`src/rtl/assoc_buffer_pkg.sv`:
```
// rtl/assoc_buffer_pkg.sv - opcodes, FSM states and accept rule shared by the arbiter
// Contents: OP_* opcode constants, state_e FSM encoding, op_accepted() helper.
package assoc_buffer_pkg;

   localparam logic [1:0] OP_READ  = 2'b00;
   localparam logic [1:0] OP_WRITE = 2'b01;
   localparam logic [1:0] OP_INC   = 2'b10;
   localparam logic [1:0] OP_CLEAR = 2'b11;

   typedef enum logic [1:0] {
      ST_IDLE  = 2'b00,
      ST_ISSUE = 2'b01,
      ST_CHECK = 2'b10,
      ST_FLUSH = 2'b11
   } state_e;

   // Write only lands on a free entry; inc/clear only act on a valid one.
   function automatic logic op_accepted(input logic [1:0] op, input logic valid);
      case (op)
         OP_WRITE:         return !valid;
         OP_INC, OP_CLEAR: return valid;
         default:          return 1'b1;
      endcase
   endfunction

endpackage

```
`src/rtl/assoc_buffer_arbiter_rr_picker.sv`:
```
// rtl/assoc_buffer_arbiter_rr_picker.sv - combinational round-robin winner select
// Ports: req_i (request levels), last_i (previous winner), win_o (one-hot winner),
//        idx_o (encoded winner). win_o is all-zero when no request is pending.
module rr_picker #(
   parameter int N_REQ = 4,
   parameter int IDX_W = $clog2(N_REQ)
) (
   input  logic [N_REQ-1:0] req_i,
   input  logic [IDX_W-1:0] last_i,
   output logic [N_REQ-1:0] win_o,
   output logic [IDX_W-1:0] idx_o
);

   logic             found;
   logic [IDX_W-1:0] cand;

   // Search starts just after the previous winner and wraps, so the
   // previous winner is considered last.
   always_comb begin
      win_o = '0;
      idx_o = '0;
      found = 1'b0;
      cand  = '0;
      for (int i = 1; i <= N_REQ; i++) begin
         cand = IDX_W'((int'(last_i) + i) % N_REQ);
         if (!found && req_i[cand]) begin
            found       = 1'b1;
            win_o[cand] = 1'b1;
            idx_o       = cand;
         end
      end
   end

endmodule

```
`src/rtl/assoc_buffer_arbiter.sv`:
```
// rtl/assoc_buffer_arbiter.sv - round-robin command scheduler for one associative buffer
// Ports: clk_i, sync_reset_i (sync, active-high); req_i/op_i/addr_i/wdata_i packed
//        per-requester commands; gnt_o/done_o one-hot pulses; resp_data_o,
//        resp_valid_o, resp_ok_o response; flush_i sweep request; busy_o;
//        buf_* strobes/address/data to the buffer, buf_data_out_i/buf_valid_i back.
module assoc_buffer_arbiter
   import assoc_buffer_pkg::*;
#(
   parameter int N_REQ = 4,
   parameter int WIDTH = 8,
   parameter int SIZE  = 1
) (
   input  logic                   clk_i,
   input  logic                   sync_reset_i,
   input  logic [N_REQ-1:0]       req_i,
   input  logic [2*N_REQ-1:0]     op_i,
   input  logic [SIZE*N_REQ-1:0]  addr_i,
   input  logic [WIDTH*N_REQ-1:0] wdata_i,
   output logic [N_REQ-1:0]       gnt_o,
   output logic [N_REQ-1:0]       done_o,
   output logic [WIDTH-1:0]       resp_data_o,
   output logic                   resp_valid_o,
   output logic                   resp_ok_o,
   input  logic                   flush_i,
   output logic                   busy_o,
   output logic                   buf_write_o,
   output logic                   buf_inc_o,
   output logic                   buf_clear_o,
   output logic [SIZE-1:0]        buf_address_o,
   output logic [WIDTH-1:0]       buf_data_in_o,
   input  logic [WIDTH-1:0]       buf_data_out_i,
   input  logic                   buf_valid_i
);

   localparam int IDX_W = $clog2(N_REQ);

   state_e           state_q, state_d;
   logic [IDX_W-1:0] idx_q, idx_d, last_q, last_d;
   logic [1:0]       op_q, op_d;
   logic [SIZE-1:0]  addr_q, addr_d, cnt_q, cnt_d;
   logic [WIDTH-1:0] wdata_q, wdata_d;
   logic             ok_q, ok_d, flush_q, flush_d;

   logic [N_REQ-1:0] pick_win;
   logic [IDX_W-1:0] pick_idx;

   rr_picker #(.N_REQ(N_REQ), .IDX_W(IDX_W)) u_picker (
      .req_i  (req_i),
      .last_i (last_q),
      .win_o  (pick_win),
      .idx_o  (pick_idx)
   );

   always_ff @(posedge clk_i) begin
      if (sync_reset_i) begin
         state_q <= ST_IDLE;
         idx_q   <= '0;
         last_q  <= IDX_W'(N_REQ - 1);
         op_q    <= OP_READ;
         addr_q  <= '0;
         wdata_q <= '0;
         ok_q    <= 1'b0;
         flush_q <= 1'b0;
         cnt_q   <= '0;
      end else begin
         state_q <= state_d;
         idx_q   <= idx_d;
         last_q  <= last_d;
         op_q    <= op_d;
         addr_q  <= addr_d;
         wdata_q <= wdata_d;
         ok_q    <= ok_d;
         flush_q <= flush_d;
         cnt_q   <= cnt_d;
      end
   end

   always_comb begin
      state_d       = state_q;
      idx_d         = idx_q;
      last_d        = last_q;
      op_d          = op_q;
      addr_d        = addr_q;
      wdata_d       = wdata_q;
      ok_d          = ok_q;
      cnt_d         = cnt_q;
      // Pulses arriving at any time are merged into one pending sweep.
      flush_d       = flush_q | flush_i;
      gnt_o         = '0;
      done_o        = '0;
      resp_data_o   = '0;
      resp_valid_o  = 1'b0;
      resp_ok_o     = 1'b0;
      buf_write_o   = 1'b0;
      buf_inc_o     = 1'b0;
      buf_clear_o   = 1'b0;
      buf_address_o = '0;
      buf_data_in_o = '0;
      busy_o        = (state_q != ST_IDLE);

      case (state_q)
         ST_IDLE: begin
            if (flush_q || flush_i) begin
               state_d = ST_FLUSH;
               cnt_d   = '0;
            end else if (|pick_win) begin
               // Requests only reach registers here, never the buffer pins.
               idx_d   = pick_idx;
               op_d    = op_i[int'(pick_idx)*2 +: 2];
               addr_d  = addr_i[int'(pick_idx)*SIZE +: SIZE];
               wdata_d = wdata_i[int'(pick_idx)*WIDTH +: WIDTH];
               state_d = ST_ISSUE;
            end
         end
         ST_ISSUE: begin
            gnt_o[idx_q]  = 1'b1;
            buf_address_o = addr_q;
            buf_data_in_o = wdata_q;
            buf_write_o   = (op_q == OP_WRITE);
            buf_inc_o     = (op_q == OP_INC);
            buf_clear_o   = (op_q == OP_CLEAR);
            // buf_valid_i is the pre-update state here; it decides acceptance.
            ok_d          = op_accepted(op_q, buf_valid_i);
            last_d        = idx_q;
            state_d       = ST_CHECK;
         end
         ST_CHECK: begin
            buf_address_o = addr_q;
            done_o[idx_q] = 1'b1;
            resp_data_o   = buf_data_out_i;
            resp_valid_o  = buf_valid_i;
            resp_ok_o     = ok_q;
            state_d       = ST_IDLE;
         end
         ST_FLUSH: begin
            buf_address_o = cnt_q;
            buf_clear_o   = 1'b1;
            cnt_d         = cnt_q + SIZE'(1);
            if (cnt_q == '1) begin
               flush_d = flush_i;
               state_d = ST_IDLE;
            end
         end
         default: state_d = ST_IDLE;
      endcase

      // Reset silences every output in the same cycle, so an ISSUE or FLUSH
      // cut by reset drives no further strobe.
      if (sync_reset_i) begin
         gnt_o         = '0;
         done_o        = '0;
         resp_data_o   = '0;
         resp_valid_o  = 1'b0;
         resp_ok_o     = 1'b0;
         buf_write_o   = 1'b0;
         buf_inc_o     = 1'b0;
         buf_clear_o   = 1'b0;
         buf_address_o = '0;
         buf_data_in_o = '0;
         busy_o        = 1'b0;
      end
   end

endmodule

```
`config.mk`:
```
export PLATFORM = sky130hd
export DESIGN_NAME = assoc_buffer_arbiter
export DESIGN_NICKNAME = d
export VERILOG_FILES = /design/src/rtl/assoc_buffer_pkg.sv /design/src/rtl/assoc_buffer_arbiter_rr_picker.sv /design/src/rtl/assoc_buffer_arbiter.sv
export SDC_FILE = /design/constraint.sdc
export NUM_CORES = 1
export LEC_CHECK = 0
export BUFFER_PORTS_ARGS = -buffer_cell sky130_fd_sc_hd__buf_2
export CAP_MARGIN = 20
export CELL_PAD_IN_SITES_DETAIL_PLACEMENT = 0
export CELL_PAD_IN_SITES_GLOBAL_PLACEMENT = 2
export CORE_ASPECT_RATIO = 1.4
export CORE_MARGIN = 4
export CORE_UTILIZATION = 25
export CTS_BUF_LIST = sky130_fd_sc_hd__clkbuf_16
export CTS_CLUSTER_DIAMETER = 40
export DETAILED_ROUTE_END_ITERATION = 12
export PLACE_DENSITY = 0.85
export SETUP_SLACK_MARGIN = 0.02
export SYNTH_ARGS = -nofsm -noshare
export SYNTH_HDL_FRONTEND = slang
export SYNTH_SLANG_ARGS = --single-unit
```
`constraint.sdc`:
```
create_clock -name clk_i -period 3.3 [get_ports clk_i]
set_input_delay 0.66 -clock clk_i [delete_from_list [all_inputs] [get_ports clk_i]]
set_output_delay 0.66 -clock clk_i [all_outputs]
set_load 0.05 [all_outputs]
```
-- Word-level counts from Yosys, hierarchy flattened
Index checks and enable logic that the tools add are counted.
- shift operators: 3
- add/subtract/negate cells: 5
- equal/unequal tests: 9
- $lt $le $gt $ge: 10
- bitwise gates (word level): 5
- multiplexer cells: 59
- reductions and logical operators: 22
- operator list (kind ; count):
    $mux W4 ; 8
    $mux W8 ; 4
    $shiftx A32 B6 Y8 ; 1
    $mux W1 ; 26
    $lt A2 B3 Y1 const B ; 5
    $mux W2 ; 7
    $or A4 B4 Y4 ; 3
    $demux W1 S2 ; 5
    $ge A2 B1 Y1 const B ; 5
    $bmux W1 S2 ; 4
    $eq A2 B2 Y1 const B ; 4
    $logic_and A1 B1 Y1 ; 8
    $pmux W1 S2 ; 4
    $pmux W2 S4 ; 1
    $shiftx A8 B4 Y2 ; 1
    $add A2 B1 Y2 const B ; 2
    $add A2 B2 Y2 const B ; 2
    $eq A2 B1 Y1 const B ; 2
    $logic_not A1 Y1 ; 4
    $ne A2 B2 Y1 const B ; 2
    $reduce_and A2 Y1 ; 2
    $reduce_bool A2 Y1 ; 2
    $reduce_or A2 Y1 ; 2
    $reduce_or A4 Y1 ; 1
    8 further kinds ; 8
- bits in registers: 20
- output and inout bits: 31

-- Logic depth before layout (Yosys ltp)
- word-level depth: 17
- mapped depth: 11
- depth with buffers taken out: 8

-- Cells and area by module
A second synthesis with hierarchy kept.
- cells, all modules: 225
- area total of the unflattened synthesis: 2003.2 µm²
- by module, submodules not included (module ; instances ; area an instance (µm²) ; cells an instance):
    assoc_buffer_arbiter ; 1 ; 1457.6 ; 157
    rr_picker ; 1 ; 545.5 ; 68

-- Least setup slack after synthesis
No wires, ideal clock.
- kind: in2out
- start: in sync_reset_i
- end: out buf_address_o
- cell stages on the path: 3
- data arrival time: 2.764 ns
- data required time: 2.640 ns
- slack: -0.124 ns
- path buffers: 1
- path through: buf_1 nor2_1 a21boi_0
- cells in the longest elaborated chain, start to end: 1
- ends and longest elaborated chain (element ; RTL line ; text):
    start: declaration ; assoc_buffer_arbiter.sv:14 ; input logic sync_reset_i,
    $mux W1 ; assoc_buffer_arbiter.sv:149 ; if (sync_reset_i) begin
    end: declaration ; assoc_buffer_arbiter.sv:29 ; output logic [SIZE-1:0] buf_address_o,
Every way passes these cells.

-- Worst setup path after layout
- start: reg last_q[0]
- end: reg op_q[0]
- cells in the longest elaborated chain, start to end: 15
- elaborated cells on any way between the ends: 55
- ends and longest elaborated chain (element ; RTL line ; text):
    start: declaration ; assoc_buffer_arbiter.sv:38 ; logic [IDX_W-1:0] idx_q, idx_d, last_q, last_d;
    start signal: assignment ; assoc_buffer_arbiter.sv:58 ; last_q <= IDX_W'(N_REQ - 1);
    start signal: assignment ; assoc_buffer_arbiter.sv:68 ; last_q <= last_d;
    parallel branches: the longest is 15 deep, another holds $lt A2 B3 Y1 ; -- ;
    end signal: assignment ; assoc_buffer_arbiter.sv:69 ; op_q <= op_d;
    end: declaration ; assoc_buffer_arbiter.sv:39 ; logic [1:0] op_q, op_d;
Several ways; the timed one is not identified. The select of a mux whose other input is x is not followed.
A chain may end at the register's enable or synchronous reset.

==> metrics.txt <==
# TYPE chip_impl_metric gauge
chip_impl_metric{name="finalCritPeriodShare",unit="%"} 85.51
chip_impl_info{name="worst_path_dominant_cell_family",value="compound AO/OA/AOI/OAI gates"} 1
chip_impl_metric{name="timing.slew.headroom",unit="%"} 42.73
chip_impl_metric{name="cells_resized_by_post_cts_repair",unit=""} 0
chip_impl_metric{name="crit_arrival",unit="ns"} 2.91
chip_impl_metric{name="dpl.hpwl",unit="um"} 4275
chip_impl_metric{name="power.static_leakage",unit="nW"} 1.096
chip_impl_metric{name="antenna_violations_before_repair",unit=""} 0
chip_impl_info{name="cp-start-kind",value="flop"} 1
chip_impl_metric{name="synth_seq_area_share",unit="%"} 22.42
chip_impl_info{name="synth-main-ff-cell",value="sky130_fd_sc_hd__dfxtp_1"} 1
chip_impl_metric{name="coreArea",unit="um^2"} 6937
chip_impl_metric{name="slew_violations",unit=""} 0
chip_impl_metric{name="post_synth_num_cell_types",unit=""} 41
chip_impl_info{name="hold_path_class",value="reg -> reg"} 1
chip_impl_info{name="clockRootBuffer",value="sky130_fd_sc_hd__clkbuf_16"} 1
chip_impl_metric{name="drt-total-wl",unit="um"} 5430
chip_impl_metric{name="grt_max_degree",unit=""} 23
chip_impl_metric{name="dieArea",unit="um^2"} 8577
chip_impl_metric{name="critPathMaxStageDelay",unit="ns"} 0.66
chip_impl_metric{name="syn_inst",unit=""} 203
chip_impl_info{name="r2r_start",value="last_q[0]"} 1
chip_impl_metric{name="gp_congestion",unit=""} 0.7326
chip_impl_metric{name="power_total",unit="mW"} 1.872
chip_impl_metric{name="antenna_cells",unit=""} 0
chip_impl_metric{name="initial_utilization",unit="%"} 25.74
chip_impl_info{name="worstSetupPathType",value="reg -> reg"} 1
chip_impl_metric{name="hold_violations",unit=""} 0
chip_impl_metric{name="postSynthAreaPerCell",unit="um^2"} 8.795
chip_impl_metric{name="met3RoutedLength",unit="um"} 221
chip_impl_metric{name="grt_use_total",unit="%"} 12.34
chip_impl_info{name="outcome",value="completed"} 1
chip_impl_metric{name="die_width",unit="um"} 79.43
chip_impl_metric{name="post_cts_hold_buffer_count",unit=""} 0
chip_impl_metric{name="met2RoutedLength",unit="um"} 2840
chip_impl_info{name="critical_path.endpoint_type",value="flop"} 1
chip_impl_metric{name="viasPerCell",unit=""} 4.629
chip_impl_metric{name="yosys_register_bits",unit=""} 20
chip_impl_metric{name="f_max",unit="MHz"} 354.4
chip_impl_metric{name="clk-insertion-delay-late",unit="ns"} 0.25
chip_impl_metric{name="initialDrtViolationCount",unit=""} 55
chip_impl_metric{name="layout.filler_cells",unit=""} 765
chip_impl_metric{name="post-cts-setup-buffers",unit=""} 0
chip_impl_metric{name="layout-drive-gt1-share",unit="%"} 40.27
chip_impl_metric{name="worst_clock_skew",unit="ns"} 0.006766
chip_impl_info{name="top_signal_layer_used",value="met4"} 1
chip_impl_metric{name="worst_pin_slew",unit="ns"} 0.8590
chip_impl_metric{name="placement.setup.worst_slack",unit="ns"} 0.2602
chip_impl_metric{name="synth_async_sr_flop_share",unit="%"} 0
chip_impl_metric{name="design.final.nets",unit=""} 366
chip_impl_metric{name="grt_pass1_wl",unit="um"} 8700
chip_impl_metric{name="num_rows",unit=""} 36
chip_impl_metric{name="setup_viol",unit=""} 0
chip_impl_metric{name="cts_num_sinks",unit=""} 20
chip_impl_metric{name="detail_route.wirelength.met1",unit="um"} 2353
chip_impl_metric{name="clkSlewWorstSetupHoldPaths",unit="ns"} 0.06
chip_impl_metric{name="post_syn_nets",unit=""} 275
chip_impl_metric{name="grt_remaining_overflow",unit=""} 0
chip_impl_metric{name="grt_pass1_vias",unit=""} 1838
chip_impl_metric{name="yosysWarnings",unit=""} 0
chip_impl_metric{name="synth_edf_count",unit=""} 0
chip_impl_info{name="grt_setup_unrepaired",value="false"} 1
chip_impl_metric{name="post_synth_instance_area",unit="um^2"} 1785
chip_impl_metric{name="cellPowerDensity",unit="nW/um^2"} 774.0
chip_impl_info{name="min_from",value="ok_q"} 1
chip_impl_metric{name="ant_nets",unit=""} 0
chip_impl_info{name="critical_path.slowest_cell",value="sky130_fd_sc_hd__a2111oi_0"} 1
chip_impl_metric{name="worst-path-buf-inv",unit=""} 1
chip_impl_metric{name="pin_count",unit=""} 91
chip_impl_metric{name="syn2layout_area_growth",unit="%"} 35.46
chip_impl_info{name="mostFrequentLayoutCell",value="sky130_fd_sc_hd__buf_2"} 1
chip_impl_metric{name="cts_buffer_depth",unit=""} 2
chip_impl_metric{name="drt_pass1_iterations",unit=""} 4
chip_impl_info{name="worstPathCellList",value="inv_1 > ha_1 > mux4_2 > nor2b_1 > o21a_1 > or2_1 > a2111oi_0 > a2111oi_1"} 1
chip_impl_metric{name="final_core_utilization",unit="%"} 34.87
chip_impl_metric{name="die_h",unit="um"} 108.0
chip_impl_metric{name="post-route-drc-count",unit=""} 0
chip_impl_metric{name="routed-via-count",unit=""} 1796
chip_impl_info{name="cts_tree",value="yes"} 1
chip_impl_info{name="worstSetupStartpoint",value="last_q[0]"} 1
chip_impl_metric{name="path_max_fanout",unit=""} 9
chip_impl_metric{name="htreeDepth",unit=""} 1
chip_impl_metric{name="vdd.ir_drop.worst",unit="uV"} 429.4
chip_impl_metric{name="input_output_buffers",unit=""} 90
chip_impl_metric{name="finalWorstSetupSlack",unit="ns"} 0.4783
chip_impl_metric{name="cp.required",unit="ns"} 3.39
chip_impl_info{name="final_cell_mix",value="sky130_fd_sc_hd__buf_2, sky130_fd_sc_hd__nor2_1, sky130_fd_sc_hd__dfxtp_1"} 1
chip_impl_metric{name="drv.max_cap_violation_count",unit=""} 0
chip_impl_metric{name="numCtsBuffers",unit=""} 3
chip_impl_metric{name="post_drt_wl_per_cell",unit="um"} 13.99
chip_impl_metric{name="post-route-min-period",unit="ns"} 2.822
chip_impl_metric{name="finalSetupTns",unit="ns"} 0
-- flip-flops by register name, indices dropped and copies added (netlist names), 2 cells and up --
register / cells
last_q: 2
wdata_q: 8
op_q: 2
state_q: 2
idx_q: 2
-- cell type report --
cell class | instances | area [um^2] | share of cell area, %
multi-input combinational | 164 | 1276 | 52.77
clock buffer | 3 | 75.07 | 3.104
sequential | 20 | 400.4 | 16.55
tap | 95 | 118.9 | 4.915
clock inverter | 1 | 3.754 | 0.1552
timing repair buffer | 100 | 525.5 | 21.73
inverter | 5 | 18.77 | 0.7760
-- synthesized netlist by cell type (all sizes together), types with 2 or more instances --
| library cell | n | area, um^2 |
|---|---|---|
| mux2i | 14 | 140.1 |
| nor3b | 12 | 90.09 |
| a21oi | 5 | 25.02 |
| o21ai | 4 | 20.02 |
| nand3 | 3 | 15.01 |
| dfxtp | 20 | 400.4 |
| nand2 | 11 | 41.29 |
| nor2 | 25 | 93.84 |
| and3 | 2 | 12.51 |
| inv | 5 | 18.77 |
| o211ai | 3 | 22.52 |
| a2111oi | 22 | 256.5 |
| mux4 | 4 | 90.09 |
| ha | 12 | 150.1 |
| clkbuf | 6 | 23.77 |
| and2 | 18 | 112.6 |
| nor3 | 5 | 30.03 |
| nand2b | 4 | 25.02 |
| nor2b | 5 | 31.28 |
| mux2 | 2 | 22.52 |
| buf | 8 | 66.31 |
-- metrics by stage --
stage                     instance area (um^2)  std cells  hold WS [ns]
final                                     2419        388        0.4886
after global routing                      2419        388        0.5320
after CTS                                 2419        388        0.4913
after detailed placement                  2340        384        0.4776
after global placement                    2340        384        0.4680
after floorplan                           1785        203        0.4515
-- where the power goes --
part | switching (mW) | internal [mW] | leakage, nW | total [mW]
Combinational | 0.766 | 0.468 | 0.894 | 1.23
Clock | 0.0949 | 0.162 | 0.0385 | 0.256
Sequential | 0.0570 | 0.325 | 0.164 | 0.382
Total | 0.918 | 0.954 | 1.10 | 1.87
-- logic make-up after synthesis --
family	share of synthesized area, %
flops	22.42
mux	14.16
buf+inv	6.096
fa+ha+maj	8.409
simple gates	26.42
compound gates	22.50
-- metal layers --
layer | global-route usage, % | up-vias
li1 | - | 927
met1 | 15.73 | 817
met2 | 22.22 | 50
met3 | 1.750 | 2
met4 | 1.843 | 0
met5 | 0 | -
-- worst paths after layout --
| check | slack (ns) | to | cells past startpoint |
|---|---|---|---|
| worst max-delay path | 0.48 | op_q[0] | 8 |
| worst min register to register | 0.49 | ok_q | 2 |
| worst max register to register | 0.48 | op_q[0] | 8 |
| worst min-delay path | 0.49 | ok_q | 2 |
-- worst reg2reg max path: cells and delay by family, from the launching register on --
kind	cells	cell delay [ns]
compound gates	3	0.96
simple gates	2	0.51
fa+ha+maj	1	0.39
mux	1	0.37
flops	1	0.32
buf+inv	1	0.11
(Power assumes the default switching activity.)
